===== src/rtl/adc_mux_capture.sv =====
// Multiplexed ADC word capture: demultiplexes NCH channels from one sample stream,
// converts offset-binary to two's complement and forwards decimated frames.
module adc_mux_capture #(
  parameter int DATA_W = 14,
  parameter int NCH    = 2
) (
  input  logic                    clk,
  input  logic                    rst,
  input  logic [DATA_W-1:0]       data_in,
  input  logic                    ch_sync,
  input  logic                    start,
  input  logic                    abort,
  input  logic [15:0]             num_frames,
  input  logic [7:0]              decim,
  output logic [NCH*DATA_W-1:0]   data_out,
  output logic [NCH-1:0]          ovr,
  output logic                    out_valid,
  input  logic                    out_ready,
  output logic                    busy,
  output logic                    done,
  output logic                    overflow,
  output logic                    sync_err
);

  localparam int IW = (NCH > 1) ? $clog2(NCH) : 1;
  localparam logic [IW-1:0] LAST_IDX = IW'(NCH - 1);

  typedef enum logic [1:0] {
    IDLE    = 2'd0,
    ARMED   = 2'd1,
    CAPTURE = 2'd2
  } state_t;

  state_t state, state_next;

  logic [IW-1:0]          next_idx;
  logic [IW-1:0]          cur_idx;
  logic [DATA_W-1:0]      lane_data [NCH];
  logic [NCH-1:0]         lane_ovr;
  logic [NCH*DATA_W-1:0]  lane_pack;
  logic [15:0]            nf_q;
  logic [15:0]            frame_cnt;
  logic [15:0]            frame_inc;
  logic [7:0]             decim_q;
  logic [7:0]             dec_cnt;
  logic                   load_pend;
  logic                   raw_ovr;
  logic                   start_go;
  logic                   sync_slip;
  logic                   frame_complete;
  logic                   load_go;
  logic                   load_accept;
  logic                   load_drop;
  logic                   last_frame;

  // A sync word always realigns the stream to channel 0.
  assign cur_idx        = ch_sync ? '0 : next_idx;
  assign raw_ovr        = (&data_in) || (data_in == '0);
  assign start_go       = (state == IDLE) && start && !abort;
  assign sync_slip      = (state == CAPTURE) && ch_sync && (next_idx != '0) && !abort;
  assign frame_complete = (state == CAPTURE) && (cur_idx == LAST_IDX) && !abort;
  assign load_go        = load_pend && !abort;
  assign load_accept    = load_go && (!out_valid || out_ready);
  assign load_drop      = load_go && out_valid && !out_ready;
  assign frame_inc      = frame_cnt + 16'd1;
  assign last_frame     = load_accept && (nf_q != 16'd0) && (frame_inc == nf_q);
  assign busy           = (state != IDLE);

  always_ff @(posedge clk or posedge rst) begin
    if (rst) begin
      state <= IDLE;
    end else begin
      state <= state_next;
    end
  end

  always_comb begin
    state_next = state;
    case (state)
      IDLE:    if (start)      state_next = ARMED;
      ARMED:   if (ch_sync)    state_next = CAPTURE;
      CAPTURE: if (last_frame) state_next = IDLE;
      default:                 state_next = IDLE;
    endcase
    if (abort) state_next = IDLE;
  end

  // Staging lanes run in every state; only frame completion is gated by CAPTURE.
  always_ff @(posedge clk or posedge rst) begin
    if (rst) begin
      next_idx <= '0;
      lane_ovr <= '0;
      for (int c = 0; c < NCH; c++) lane_data[c] <= '0;
    end else begin
      next_idx           <= (cur_idx == LAST_IDX) ? '0 : cur_idx + IW'(1);
      lane_data[cur_idx] <= {~data_in[DATA_W-1], data_in[DATA_W-2:0]};
      lane_ovr[cur_idx]  <= raw_ovr;
    end
  end

  always_comb begin
    lane_pack = '0;
    for (int c = 0; c < NCH; c++) begin
      lane_pack[(NCH-c)*DATA_W-1 -: DATA_W] = lane_data[c];
    end
  end

  always_ff @(posedge clk or posedge rst) begin
    if (rst) begin
      nf_q      <= '0;
      decim_q   <= '0;
      frame_cnt <= '0;
      dec_cnt   <= '0;
      load_pend <= 1'b0;
      overflow  <= 1'b0;
      sync_err  <= 1'b0;
      done      <= 1'b0;
    end else begin
      done      <= last_frame;
      load_pend <= 1'b0;
      if (start_go) begin
        nf_q      <= num_frames;
        decim_q   <= decim;
        frame_cnt <= '0;
        dec_cnt   <= '0;
        overflow  <= 1'b0;
        sync_err  <= 1'b0;
      end else begin
        if (sync_slip)   sync_err  <= 1'b1;
        if (load_drop)   overflow  <= 1'b1;
        if (load_accept) frame_cnt <= frame_inc;
        // The forwarding decision is taken at completion; the load follows one edge later.
        if (frame_complete) begin
          load_pend <= (dec_cnt == 8'd0);
          dec_cnt   <= (dec_cnt == decim_q) ? 8'd0 : dec_cnt + 8'd1;
        end
      end
    end
  end

  always_ff @(posedge clk or posedge rst) begin
    if (rst) begin
      data_out  <= '0;
      ovr       <= '0;
      out_valid <= 1'b0;
    end else if (load_accept) begin
      data_out  <= lane_pack;
      ovr       <= lane_ovr;
      out_valid <= 1'b1;
    end else if (out_valid && out_ready) begin
      out_valid <= 1'b0;
    end
  end

endmodule


===== config.mk =====
export PLATFORM = sky130hd
export DESIGN_NAME = adc_mux_capture
export DESIGN_NICKNAME = d
export VERILOG_FILES = /design/src/rtl/adc_mux_capture.sv
export SDC_FILE = /design/constraint.sdc
export NUM_CORES = 1
export LEC_CHECK = 0
export ABC_AREA = 1
export BUFFER_PORTS_ARGS = -buffer_cell sky130_fd_sc_hd__buf_4
export CAP_MARGIN = 10
export CORE_MARGIN = 2
export CORE_UTILIZATION = 62
export DETAILED_ROUTE_END_ITERATION = 10
export HOLD_SLACK_MARGIN = 0.12
export PLACE_DENSITY = 0.88
export SYNTH_ARGS = -nofsm -noshare
export SYNTH_HDL_FRONTEND = slang
export SYNTH_SLANG_ARGS = --single-unit

===== constraint.sdc =====
create_clock -name clk -period 5.3 [get_ports clk]
set_input_delay 0.265 -clock clk [delete_from_list [all_inputs] [get_ports clk]]
set_output_delay 0.265 -clock clk [all_outputs]
set_load 0.005 [all_outputs]

==> results of run 1 <==
==> worst max path at each step <==
stage                               from                 endpoint  slack (ps)
global route        state[0]$_DFFE_PP0P_   dec_cnt[3]$_DFFE_PP0P_        2280
detailed placement               ch_sync   dec_cnt[7]$_DFFE_PP0P_        2300
finish              state[0]$_DFFE_PP0P_   dec_cnt[3]$_DFFE_PP0P_        2490
floorplan                            rst  data_out[0]$_DFFE_PP0P_        1960
CTS                              ch_sync   dec_cnt[7]$_DFFE_PP0P_        2170
global placement                 ch_sync   dec_cnt[7]$_DFFE_PP0P_        2580
==> worst min-delay path, delay by kind of cell <==
kind                   cells  cell delay [ps]
buffers and inverters      3             1190
==> metrics by stage <==
| step | power [mW] | utilization (%) | hold slack (ps) | area, µm² | instances |
|---|---|---|---|---|---|
| after CTS | 2.60 | 83.5 | 459 | 7290 | 923 |
| after global routing | 2.75 | 83.9 | 499 | 7310 | 924 |
| after detailed placement | 1.45 | 71.4 | 442 | 6230 | 844 |
| after global placement | 1.43 | 71.4 | 432 | 6230 | 844 |
| after floorplan | 1.31 | - | 375 | 5580 | 677 |
| final | 2.66 | 83.9 | 429 | 7320 | 925 |
==> registers in the layout, summed over array words and instances, names as in the netlist <==
name,count
data_out,28
dec_cnt,8
decim_q,8
done,1
frame_cnt,16
lane_data,28
lane_ovr,2
load_pend,1
next_idx,1
nf_q,16
out_valid,1
overflow,1
ovr,2
state,2
sync_err,1
==> cell usage in the layout, fill, tap and decap left out, types with 2 or more instances in the layout <==
cell,n
a21oi_1,10
buf_4,80
clkbuf_16,16
clkinv_8,3
dfrtp_1,116
dlygate4sd3_1,47
ha_1,3
inv_1,82
inv_2,3
inv_6,3
inv_8,8
nand2_1,203
nand2_2,9
nand3_1,48
nand3_2,2
nand4_1,22
nor2_1,23
nor2_4,5
nor3_1,5
nor3_4,2
nor4_1,5
o21ai_0,77
o22ai_1,14
xnor2_1,8
==> cells by family after synthesis <==
group                    count (synthesis)  synth area share [%]
AND/OR/NAND/NOR                        331                  27.3
flip-flops                             116                  52.1
AO/OA/AOI/OAI                          109                  10.7
buffers and inverters                  108                  7.40
XOR/XNOR                                10                  1.88
adder cells (fa/ha/maj)                  3                 0.673
==> where the power goes <==
group,switching (mW),internal (mW)
Clock,0.534,0.616
Combinational,0.261,0.174
Sequential,0.0884,0.985
==> final cells by class <==
cell class / instances / area [µm²]
fill: 413 / 1410
antenna: 1 / 2.50
clock buffer: 17 / 414
sequential: 116 / 2900
multi-input combinational: 453 / 2260
clock inverter: 15 / 173
tap: 108 / 135
inverter: 87 / 329
timing repair buffer: 128 / 1100
==> cells in the mapped netlist, drive strengths merged (3+ instances only) <==
master  count  area, µm²
ha          3       37.5
nor2       29        163
nand4      23        150
clkbuf     14       52.6
nand3      50        260
o21ai      78        390
dfrtp     116       2900
nor3        8       67.6
nand2     213        830
inv        86        323
a21oi      11       58.8
o22ai      14       87.6
buf         7       33.8
nor4        5       31.3
xnor2       8       70.1
==> layer usage <==
metal | vias up | part of all wire [%] | global-route usage (%)
li1 | 2457 | - | -
met1 | 2670 | 35 | 44.7
met2 | 430 | 50 | 62.8
met3 | 112 | 9.8 | 11.6
met4 | 0 | 5.7 | 18.2
met5 | - | 0 | 0
==> repair_timing <==
action                                  CTS  global route
hold buffers                             47             0
endpoints found under the hold margin   115             0
endpoints found under the setup margin    0             0
==> PnR_summary.wiki, run 1 <==
{| class="wikitable"
! Metric !! Value
|-
| Number of H-tree levels || 4
|-
| Mapped cell area || 5580 µm²
|-
| Number of nets with antenna violations after detailed routing || 0
|-
| Endpoint arrival time on the critical path || 3200 ps
|-
| Worst reg2reg path depth || 6
|-
| Routed WL per cell || 19.3 µm
|-
| FF-to-FF setup slack || 2490 ps
|-
| Mapped Nets || 724
|-
| Worst supply voltage drop on vdd || 348 µV
|-
| Number of synthesized flops with an enable pin || 0
|-
| Post-Place Setup Slack || 2300 ps
|-
| Starting DRC count in detailed routing || between 500 and 600
|-
| Layout overhead on the synthesized area || 31.2%
|-
| Main synth FF type || dfrtp_1
|-
| Seq cells post-synth || 116
|-
| Setup repair after global routing missed its margin || false
|-
| Number of top-level pins || 79
|-
| Global-route wire length before repair || 28,800 µm
|-
| TritonCTS clock tree || done
|-
| Detail-routed via count per cell || 6.13
|-
| Routed WL || 17,800 µm
|-
| Maximum number of pins on one net before global-route repair || 60
|-
| Input/output buffers || 78
|-
| Final number of hold-violating endpoints || 0
|-
| Number of antenna violations at the first check in global routing || 0
|-
| Overflow left after global routing || 0
|-
| Power density over the cells || 364 nW/µm²
|-
| Worst skew pair latency || 520 ps
|-
| Worst path bufs/invs || 1
|-
| DP Wirelength || 9680 µm
|-
| Layout cells sized above 1 || 17.5%
|-
| CTS max path bufs || 2
|-
| Number of max-cap violations || 0
|-
| Outcome || finished, final reports clean
|-
| Total Negative Setup Slacks || 0 ps
|-
| Logic depth of the worst setup path including buffers || 6
|-
| Origin of the critical flop-to-flop path || state[0]$_DFFE_PP0P_
|-
| Leakage power figure || around 3.6 nW
|-
| Layout Skew || approximately 12 ps
|-
| Worst path slowest cell || inv_2
|-
| Row cnt || 34
|-
| CTS buffer count || 17
|-
| Critical path required time || 5690 ps
|-
| Clock net sink count || about 120
|-
| Proportion of register bits with asynchronous set or reset after synthesis || between 90% and 100%
|-
| Count of instances resized after the clock tree is built || 0
|-
| Starting Density || 63.9%
|-
| Largest incremental delay on the critical path || roughly 840 ps
|-
| Number of buffers added for setup after CTS || 0
|-
| Number of standard cells after synthesis || 677
|-
| Normalized max-slew margin || 43.4%
|-
| Area of the die || 9770 µm²
|-
| Maximum frequency from static timing analysis || 356 MHz
|-
| Worst Setup Start Kind || flip-flop
|-
| Std-Cell Core Area || 8720 µm²
|-
| Capture instance of the worst register-to-register path || dec_cnt[3]$_DFFE_PP0P_
|-
| Overall routing resource usage || a little under two fifths
|-
| Final #Nets || 850
|-
| Detailed-route DRC error count || 0
|-
| Largest fanout on the critical path || 42
|-
| Worst path top cell family by delay || buffers and inverters
|-
| Die width || 98.8 µm
|-
| Clock Root Buffer || clkbuf_8
|-
| Clk pin slew, worst setup/hold paths || 70 ps
|-
| Count of TritonRoute iterations in the first routing pass || 8
|-
| Number of distinct library cells after synthesis || 39
|-
| Register area share after synthesis || 52.1%
|-
| Final period demand of the worst path || ~2800 ps
|-
| Final setup margin || about 2500 ps
|-
| Die height || just under 100 µm
|-
| Count of synthesis-stage warnings from yosys || 0
|-
| Post-synthesis average cell area || 8.24 µm²
|-
| Detailed-route via count || ~5,700
|-
| Hold crit path type || in -> async
|-
| Critical-path cell list || nor2_1, nand3_1, inv_2, a31oi_4, o22ai_1, a21oi_1
|-
| Setup crit end kind || flip-flop
|-
| Fin. max-slew vios || 0
|-
| Actual slew at the worst max-slew pin || roughly 850 ps
|-
| Fraction of the cycle the final worst path needs || 53.0%
|-
| Via count of the first global-routing pass || 5,764
|-
| Final setup violating endpoints || 0
|-
| Worst Setup Path Type || reg -> reg
|-
| Final Wtd Congestion || ~0.9
|}
(Power assumes the default switching activity.)
==> run 2, diff against run 1 <==
--- a/config.mk
+++ b/config.mk
@@ -5,14 +5,14 @@
 export SDC_FILE = /design/constraint.sdc
 export NUM_CORES = 1
 export LEC_CHECK = 0
-export ABC_AREA = 1
+export ABC_AREA = 0
 export BUFFER_PORTS_ARGS = -buffer_cell sky130_fd_sc_hd__buf_4
 export CAP_MARGIN = 10
 export CORE_MARGIN = 2
-export CORE_UTILIZATION = 62
+export CORE_UTILIZATION = 57
 export DETAILED_ROUTE_END_ITERATION = 10
 export HOLD_SLACK_MARGIN = 0.12
-export PLACE_DENSITY = 0.88
+export PLACE_DENSITY = 0.83
 export SYNTH_ARGS = -nofsm -noshare
 export SYNTH_HDL_FRONTEND = slang
 export SYNTH_SLANG_ARGS = --single-unit
==> constraint.sdc (replaced) <==
create_clock -name clk -period 2.6 [get_ports clk]
set_input_delay 0.13 -clock clk [delete_from_list [all_inputs] [get_ports clk]]
set_output_delay 0.13 -clock clk [all_outputs]
set_load 0.005 [all_outputs]
==> run 2 against run 1 <==
Final cell count down 8.1%. Global-route usage fell by 6.6 points. Fmax is 11% higher. Area after synthesis shrank 5.4%. Highest routed layer unchanged. Largest cell class unchanged. Non-clock buffer count increased by 5. Critical endpoint is now state[1]$_DFFE_PP0P_. Sequential share of layout area is 1.2 points higher. Setup slack worse by 2400 ps. Die area grew 2.8%. Synthesized cell count shrank 12%.
==> PnR_summary.wiki, run 2 <==
{| class="wikitable"
! Metric !! Value
|-
| Number of max-cap violations || 0 (unchanged)
|-
| Final setup violating endpoints || 0 (unchanged)
|-
| Overflow left after global routing || 0 (unchanged)
|-
| Routed WL per cell || 17.4 µm (-9.9%)
|-
| Proportion of register bits with asynchronous set or reset after synthesis || 100% (unchanged)
|-
| Fin. max-slew vios || 0 (unchanged)
|-
| CTS max path bufs || 2 (unchanged)
|-
| Worst Setup Start Kind || flip-flop
|-
| Detail-routed via count per cell || 5.67 (-7.5%)
|-
| Critical path required time || 2960 ps (-2730 ps)
|-
| Leakage power figure || 3.52 nW (-2.9%)
|-
| Biggest registers after layout || data_out (28), lane_data (28)
|-
| Maximum frequency from static timing analysis || 396 MHz (+11%)
|-
| Fillers || 555 (+34%)
|-
| Worst path top cell family by delay || compound AO/OA/AOI/OAI gates
|-
| Overall routing resource usage || 31.2% (-6.6 points)
|-
| Input/output buffers || 78 (unchanged)
|-
| Number of H-tree levels || 4 (unchanged)
|-
| Worst Setup Path Type || reg -> reg
|-
| Clock net sink count || 116 (unchanged)
|-
| Synth cell count leaders || nand2_1 (263), dfrtp_1 (116), nor2_1 (38), xnor2_1 (35), clkbuf_1 (21)
|-
| Largest fanout on the critical path || 5 (-88%)
|-
| Actual slew at the worst max-slew pin || 714 ps (-133 ps)
|-
| Number of standard cells after synthesis || 598 (-12%)
|-
| Routed WL || 14,800 µm (-17%)
|-
| Power density over the cells || 739 nW/µm² (+100%)
|-
| Final number of hold-violating endpoints || 0 (unchanged)
|-
| Largest area contributor in the netlist || dfrtp_1
|-
| Number of antenna violations at the first check in global routing || 0 (unchanged)
|-
| Leading cell types by total area after synthesis || dfrtp_1 (55%), nand2_1 (19%), xnor2_1 (5.8%), nor2_1 (2.7%), xor2_1 (2.0%)
|-
| Final #Nets || 773 (-9.1%)
|-
| Seq cells post-synth || 116 (unchanged)
|-
| Final period demand of the worst path || 2520 ps (-285 ps)
|-
| Starting DRC count in detailed routing || 407 (-30%)
|-
| Synth top area share || 55.0% (+2.9 points)
|-
| Number of nets with antenna violations after detailed routing || 0 (unchanged)
|-
| Endpoint arrival time on the critical path || 2880 ps (-320 ps)
|-
| Most numerous cell in the Yosys netlist || nand2_1
|-
| Worst supply voltage drop on vdd || 421 µV (+21%)
|-
| Worst path slowest cell || a2111oi_4
|-
| Mapped Nets || 645 (-11%)
|-
| Worst skew pair latency || 520 ps (about the same)
|-
| TritonCTS clock tree || done
|-
| Finished Cell Area || 7110 µm² (-2.8%)
|-
| Number of synthesized flops with an enable pin || 0 (unchanged)
|-
| Diodes inserted || 0 (-1)
|-
| Area of the multi-input gates || 2300 µm² (+1.6%)
|-
| Largest incremental delay on the critical path || 460 ps (-380 ps)
|-
| Setup crit end kind || flip-flop
|-
| Maximum number of pins on one net before global-route repair || 58 (-3.3%)
|-
| Die height || 100 µm (+1.4%)
|-
| Count of TritonRoute iterations in the first routing pass || 6 (-2)
|-
| Clock Root Buffer || clkbuf_8
|-
| Global-route wire length before repair || 24,100 µm (-16%)
|-
| Layout cells sized above 1 || 19.9% (+2.4 points)
|-
| Die width || 100 µm (+1.4%)
|-
| Most common library cell in the layout ignoring fill and taps || nand2_1
|-
| Post-synthesis average cell area || 8.83 µm² (+7.1%)
|-
| Cell Area, Placed || 6020 µm² (-3.4%)
|-
| Register area share after synthesis || 55.0% (+2.9 points)
|-
| Main synth FF type || dfrtp_1
|-
| Std-Cell Core Area || 9110 µm² (+4.4%)
|-
| Fraction of the cycle the final worst path needs || 97.1% (+44 points)
|-
| Outcome || finished, final reports clean
|-
| Worst path bufs/invs || 0 (-1)
|-
| Layout overhead on the synthesized area || 34.7%
|-
| CTS buffer count || 17 (unchanged)
|-
| FF+latch area || 2910 µm² (+0.13%)
|-
| Number of top-level pins || 79 (unchanged)
|-
| Critical-path cell list || ha_2, xnor2_1, nand4_1, a2111oi_1, o2111ai_2, a2111oi_4, o32ai_1
|-
| Normalized max-slew margin || 52.3% (+8.9 points)
|-
| Layout Skew || 10.1 ps (-1.96 ps)
|-
| Area of the die || 10,000 µm² (+2.8%)
|-
| Final Wtd Congestion || 0.919 (-0.80%)
|-
| Count of synthesis-stage warnings from yosys || 0 (unchanged)
|-
| DP Wirelength || 8580 µm (-11%)
|-
| Via count of the first global-routing pass || 4,826 (-16%)
|-
| Hold crit path type || in -> async
|-
| Detailed-route DRC error count || 0 (unchanged)
|-
| Mapped cell area || 5280 µm² (-5.4%)
|-
| Detailed-route via count || 4,817 (-15%)
|-
| Number of distinct library cells after synthesis || 50 (+28%)
|-
| Post-layout utilization of the core || 78.0% (-5.8 points)
|-
| Starting Density || 57.9% (-6.0 points)
|-
| Clk pin slew, worst setup/hold paths || 60 ps (about the same)
|-
| Leading cell types in the layout, fill and taps excluded || nand2_1 (263), dfrtp_1 (113), buf_4 (89)
|-
| Row cnt || 35 (+2.9%)
|}
[run 2: worst reg2reg max path: stages, from the launching register on]
cell       delay (ps)
dfrtp_2           450
ha_2              320
xnor2_1           220
nand4_1           110
a2111oi_1         400
o2111ai_2         220
a2111oi_4         460
o32ai_1           200
[run 2: power by group]
part / switching [mW] / total [mW] / internal (mW) / leakage [nW]
clock network: 0.923 / 2.41 / 1.49 / 0.295
registers: 0.174 / 2.17 / 2.00 / 1.51
logic: 0.346 / 0.672 / 0.327 / 1.71
total: 1.44 / 5.25 / 3.81 / 3.52
[run 2: cell type report]
class,count,share of cell area [%]
clock inverters,15,2.76
repair buffers,133,15.7
multi-input cells,449,32.3
well taps,111,1.95
flip-flops and latches,116,40.9
inverters,9,0.528
clock buffers,17,5.83
[run 2: kinds of logic (layout without fill, tap and decap cells)]
kind of cell             count (synthesis)  after routing  synth area share (%)
multiplexers                             1              1                 0.213
flip-flops                             116            116                  55.0
adder cells (fa/ha/maj)                  3              3                 0.711
AO/OA/AOI/OAI                           29             29                  3.67
AND/OR/NAND/NOR                        369            369                  30.1
buffers and inverters                   33            174                  2.51
XOR/XNOR                                47             47                  7.80
[run 2: worst paths after layout]
| check | startpoint | slack [ps] | endpoint | depth (start not counted) |
|---|---|---|---|---|
| setup / recovery | frame_cnt[0]$_DFFE_PP0P_ | 80 | state[1]$_DFFE_PP0P_ | 7 |
| hold / removal | rst | 280 | decim_q[5]$_DFFE_PP0P_ | 3 |
| setup reg to reg | frame_cnt[0]$_DFFE_PP0P_ | 80 | state[1]$_DFFE_PP0P_ | 7 |
| hold reg to reg | lane_data[20]$_DFFE_PP0N_ | 470 | lane_data[20]$_DFFE_PP0N_ | 2 |
| max in group asynchronous | rst | 1520 | frame_cnt[11]$_DFFE_PP0P_ | 4 |
| min in group clk | start | 330 | frame_cnt[3]$_DFFE_PP0P_ | 4 |
[run 2: layer usage]
layer	global-route usage (%)	vias to the layer above	wire length, µm
met1	40.0	2313	5880
met3	6.69	64	930
met4	14.2	0	574
li1	-	2190	-
met2	51.0	250	7390
met5	0	-	0
[run 2: through the flow]
step | setup TNS, ps | total power [mW] | hold WS [ps] | instances | worst slack, ps
3_5_place_dp | 0 | 2.77 | 281 | 775 | 115
4_1_cts | 0 | 5.23 | 294 | 850 | 80.2
2_1_floorplan | 0 | 2.49 | 201 | 598 | 380
3_3_place_gp | 0 | 2.75 | 268 | 775 | 199
6_report | 0 | 5.25 | 276 | 850 | 76.0
5_1_grt | -6.58 | 5.45 | 335 | 850 | -6.58
[run 2: timing repair]
action,CTS,global route
buffers inserted,0,0
setup endpoints to repair,0,2
hold buffers,43,0
endpoints found under the hold margin,89,0
gates resized for setup,0,11
==> run 3, diff against run 2 <==
--- a/config.mk
+++ b/config.mk
@@ -9,10 +9,10 @@
 export BUFFER_PORTS_ARGS = -buffer_cell sky130_fd_sc_hd__buf_4
 export CAP_MARGIN = 10
 export CORE_MARGIN = 2
-export CORE_UTILIZATION = 57
+export CORE_UTILIZATION = 53
 export DETAILED_ROUTE_END_ITERATION = 10
 export HOLD_SLACK_MARGIN = 0.12
-export PLACE_DENSITY = 0.83
+export PLACE_DENSITY = 0.78
 export SYNTH_ARGS = -nofsm -noshare
 export SYNTH_HDL_FRONTEND = slang
 export SYNTH_SLANG_ARGS = --single-unit
==> constraint.sdc (replaced) <==
create_clock -name clk -period 2.54 [get_ports clk]
set_input_delay 0.127 -clock clk [delete_from_list [all_inputs] [get_ports clk]]
set_output_delay 0.127 -clock clk [all_outputs]
set_load 0.005 [all_outputs]
==> run 3 against run 2 <==
Core utilization down 5.1 points. Final area fell by 0.16%. Final cell count rose by 3.5%. Power is 3.2% lower. Clock skew decreased by 1.2 ps. Sequential share of layout area about the same. Routed wire length is 5.7% lower. Setup slack improved by 50 ps. First-iteration DRC count shrank 20%. Largest cell class unchanged. Combinational power barely moved. Via count shrank 3.3%.
==> PnR_summary.wiki, run 3 (same netlist as run 2, synthesis figures left out) <==
{| class="wikitable"
! Metric !! Value
|-
| Number of max-cap violations || 0 (unchanged)
|-
| Worst Setup Start Kind || flip-flop
|-
| Std-Cell Core Area || 9730 µm² (+6.8%)
|-
| Count of TritonRoute iterations in the first routing pass || 5 (-1)
|-
| Clock Root Buffer || clkbuf_8
|-
| Endpoint arrival time on the critical path || 2810 ps (-70 ps)
|-
| Part of the power in registers || 43.6% (+2.3 points)
|-
| Sw Pwr || 1.38 mW (-4.0%)
|-
| Critical path required time || 2930 ps (-30 ps)
|-
| CTS max path bufs || 2 (unchanged)
|-
| Via count of the first global-routing pass || 4,767 (-1.2%)
|-
| Leading cell types in the layout, fill and taps excluded || nand2_1 (263), dfrtp_1 (115), buf_4 (92)
|-
| Detail-routed via count per cell || 5.29 (-6.6%)
|-
| Finished Cell Area || 7100 µm² (-0.16%)
|-
| Biggest registers after layout || data_out (28), lane_data (28)
|-
| Hold crit path type || in -> reg
|-
| Final setup violating endpoints || 0 (unchanged)
|-
| Fin. max-slew vios || 0 (unchanged)
|-
| Detailed-route via count || 4,658 (-3.3%)
|-
| Final Wtd Congestion || 0.919 (about the same)
|-
| Setup repair after global routing missed its margin || false
|-
| Internal Pwr Total || 3.70 mW (-2.9%)
|-
| Number of antenna violations at the first check in global routing || 0 (unchanged)
|-
| Die height || 104 µm (+3.6%)
|-
| Number of H-tree levels || 4 (unchanged)
|-
| Final number of hold-violating endpoints || 0 (unchanged)
|-
| Starting DRC count in detailed routing || 324 (-20%)
|-
| Starting Density || 54.2% (-3.7 points)
|-
| Normalized max-slew margin || 55.2% (+2.9 points)
|-
| Fillers || 725 (+31%)
|-
| TritonCTS clock tree || done
|-
| Outcome || finished, final reports clean
|-
| Clk pin slew, worst setup/hold paths || 60 ps (about the same)
|-
| CTS buffer count || 17 (unchanged)
|-
| Global-route wire length before repair || 23,500 µm (-2.2%)
|-
| Layout cells sized above 1 || 19.0% (-0.88 points)
|-
| DP Wirelength || 8930 µm (+4.1%)
|-
| Part of the total power dissipated in combinational logic || 13.2% (+0.4 points)
|-
| Routed WL per cell || 15.8 µm (-8.9%)
|-
| Total Negative Setup Slacks || 0 ps (unchanged)
|-
| Final period demand of the worst path || 2410 ps (-110 ps)
|-
| Leakage power figure || 3.51 nW (-0.25%)
|-
| Worst supply voltage drop on vdd || 552 µV (+31%)
|-
| Maximum number of pins on one net before global-route repair || 55 (-5.2%)
|-
| Layout overhead on the synthesized area || 34.5%
|-
| Largest fanout on the critical path || 6 (+1)
|-
| Layout Skew || 8.91 ps (-1.20 ps)
|-
| Number of nets with antenna violations after detailed routing || 0 (unchanged)
|-
| Actual slew at the worst max-slew pin || 671 ps (-43.8 ps)
|-
| Overflow left after global routing || 0 (unchanged)
|-
| Clock net sink count || 116 (unchanged)
|-
| Maximum frequency from static timing analysis || 414 MHz (+4.5%)
|-
| Worst Setup Path Type || reg -> reg
|-
| Number of buffers added for setup after CTS || 0 (unchanged)
|-
| Worst skew pair latency || 530 ps (about the same)
|-
| Most common library cell in the layout ignoring fill and taps || nand2_1
|-
| Diodes inserted || 0 (unchanged)
|-
| Row cnt || 36 (+2.9%)
|-
| Die width || 104 µm (+3.6%)
|-
| Clock network fraction of design power || 43.2% (-2.7 points)
|-
| Final #Nets || 781 (+1.0%)
|-
| Setup crit end kind || flip-flop
|-
| Fraction of power spent switching nets || 27.2% (-0.23 points)
|-
| Detailed-route DRC error count || 0 (unchanged)
|-
| Routed WL || 13,900 µm (-5.7%)
|-
| Power density over the cells || 717 nW/µm² (-3.0%)
|-
| Overall routing resource usage || 27.7% (-3.5 points)
|-
| Input/output buffers || 78 (unchanged)
|-
| Number of top-level pins || 79 (unchanged)
|-
| Area of the die || 10,800 µm² (+7.2%)
|-
| Fraction of the cycle the final worst path needs || 95.1% (-2.0 points)
|-
| Total power || 5.09 mW (-3.2%)
|-
| Cell Area, Placed || 6070 µm² (+0.83%)
|}
-- run 3: final cells by class --
class | count | area (µm²) | area share (%)
Sequential cell | 116 | 2900 | 40.9
Multi-Input combinational cell | 449 | 2260 | 31.8
Timing Repair Buffer | 141 | 1190 | 16.8
Clock buffer | 20 | 435 | 6.13
Tap cell | 133 | 166 | 2.34
Clock inverter | 12 | 106 | 1.50
Inverter | 9 | 37.5 | 0.529
-- run 3: power groups by stage --
stage | clock network (mW) | logic, mW | registers (mW)
4_1_cts | 2.21 | 0.671 | 2.21
3_3_place_gp | 0 | 0.585 | 2.23
6_report | 2.20 | 0.670 | 2.22
3_5_place_dp | 0 | 0.607 | 2.24
2_1_floorplan | 0 | 0.358 | 2.19
5_1_grt | 2.31 | 0.752 | 2.24
-- run 3: final timing paths --
path                       cells after the start                      start                         to  slack, ps
max                                            7   frame_cnt[0]$_DFFE_PP0P_       state[1]$_DFFE_PP0P_        130
min                                            5                      start        nf_q[0]$_DFFE_PP0P_        230
max reg2reg                                    7   frame_cnt[0]$_DFFE_PP0P_       state[1]$_DFFE_PP0P_        130
min reg2reg                                    2  lane_data[20]$_DFFE_PP0N_  lane_data[20]$_DFFE_PP0N_        470
max in group asynchronous                      4                        rst   data_out[11]$_DFFE_PP0P_       1610
min in group asynchronous                      3                        rst     decim_q[2]$_DFFE_PP0P_        250
-- run 3: metrics by stage --
stage / instances / utilization, % / setup slack (ps) / hold slack (ps)
detailed placement: 800 / 62.4 / 68.5 / 265
floorplan: 598 / - / 320 / 198
global placement: 800 / 62.4 / 175 / 248
global route: 880 / 73.0 / 23.0 / 249
finish: 880 / 73.0 / 126 / 228
CTS: 880 / 72.9 / 54.8 / 219
-- run 3: worst max-delay path: stages, from the launching register on --
cell	delay, ps
dfrtp_2	420
ha_1	240
nand3_1	220
or3_1	410
a221oi_1	280
o2111ai_1	170
a2111oi_2	390
o32ai_1	150
-- run 3: per-layer routing --
layer,track usage [%],vias to the layer above,wire length [µm]
li1,-,2206,-
met1,35.6,2252,5910
met2,45.2,163,6950
met3,6.54,37,727
met4,11.8,0,349
met5,0,-,0
-- run 3: what timing repair did --
item,in CTS,in global routing
gates resized for setup,0,2
endpoints found under the hold margin,84,0
hold buffers,48,0
endpoints found under the setup margin,0,2
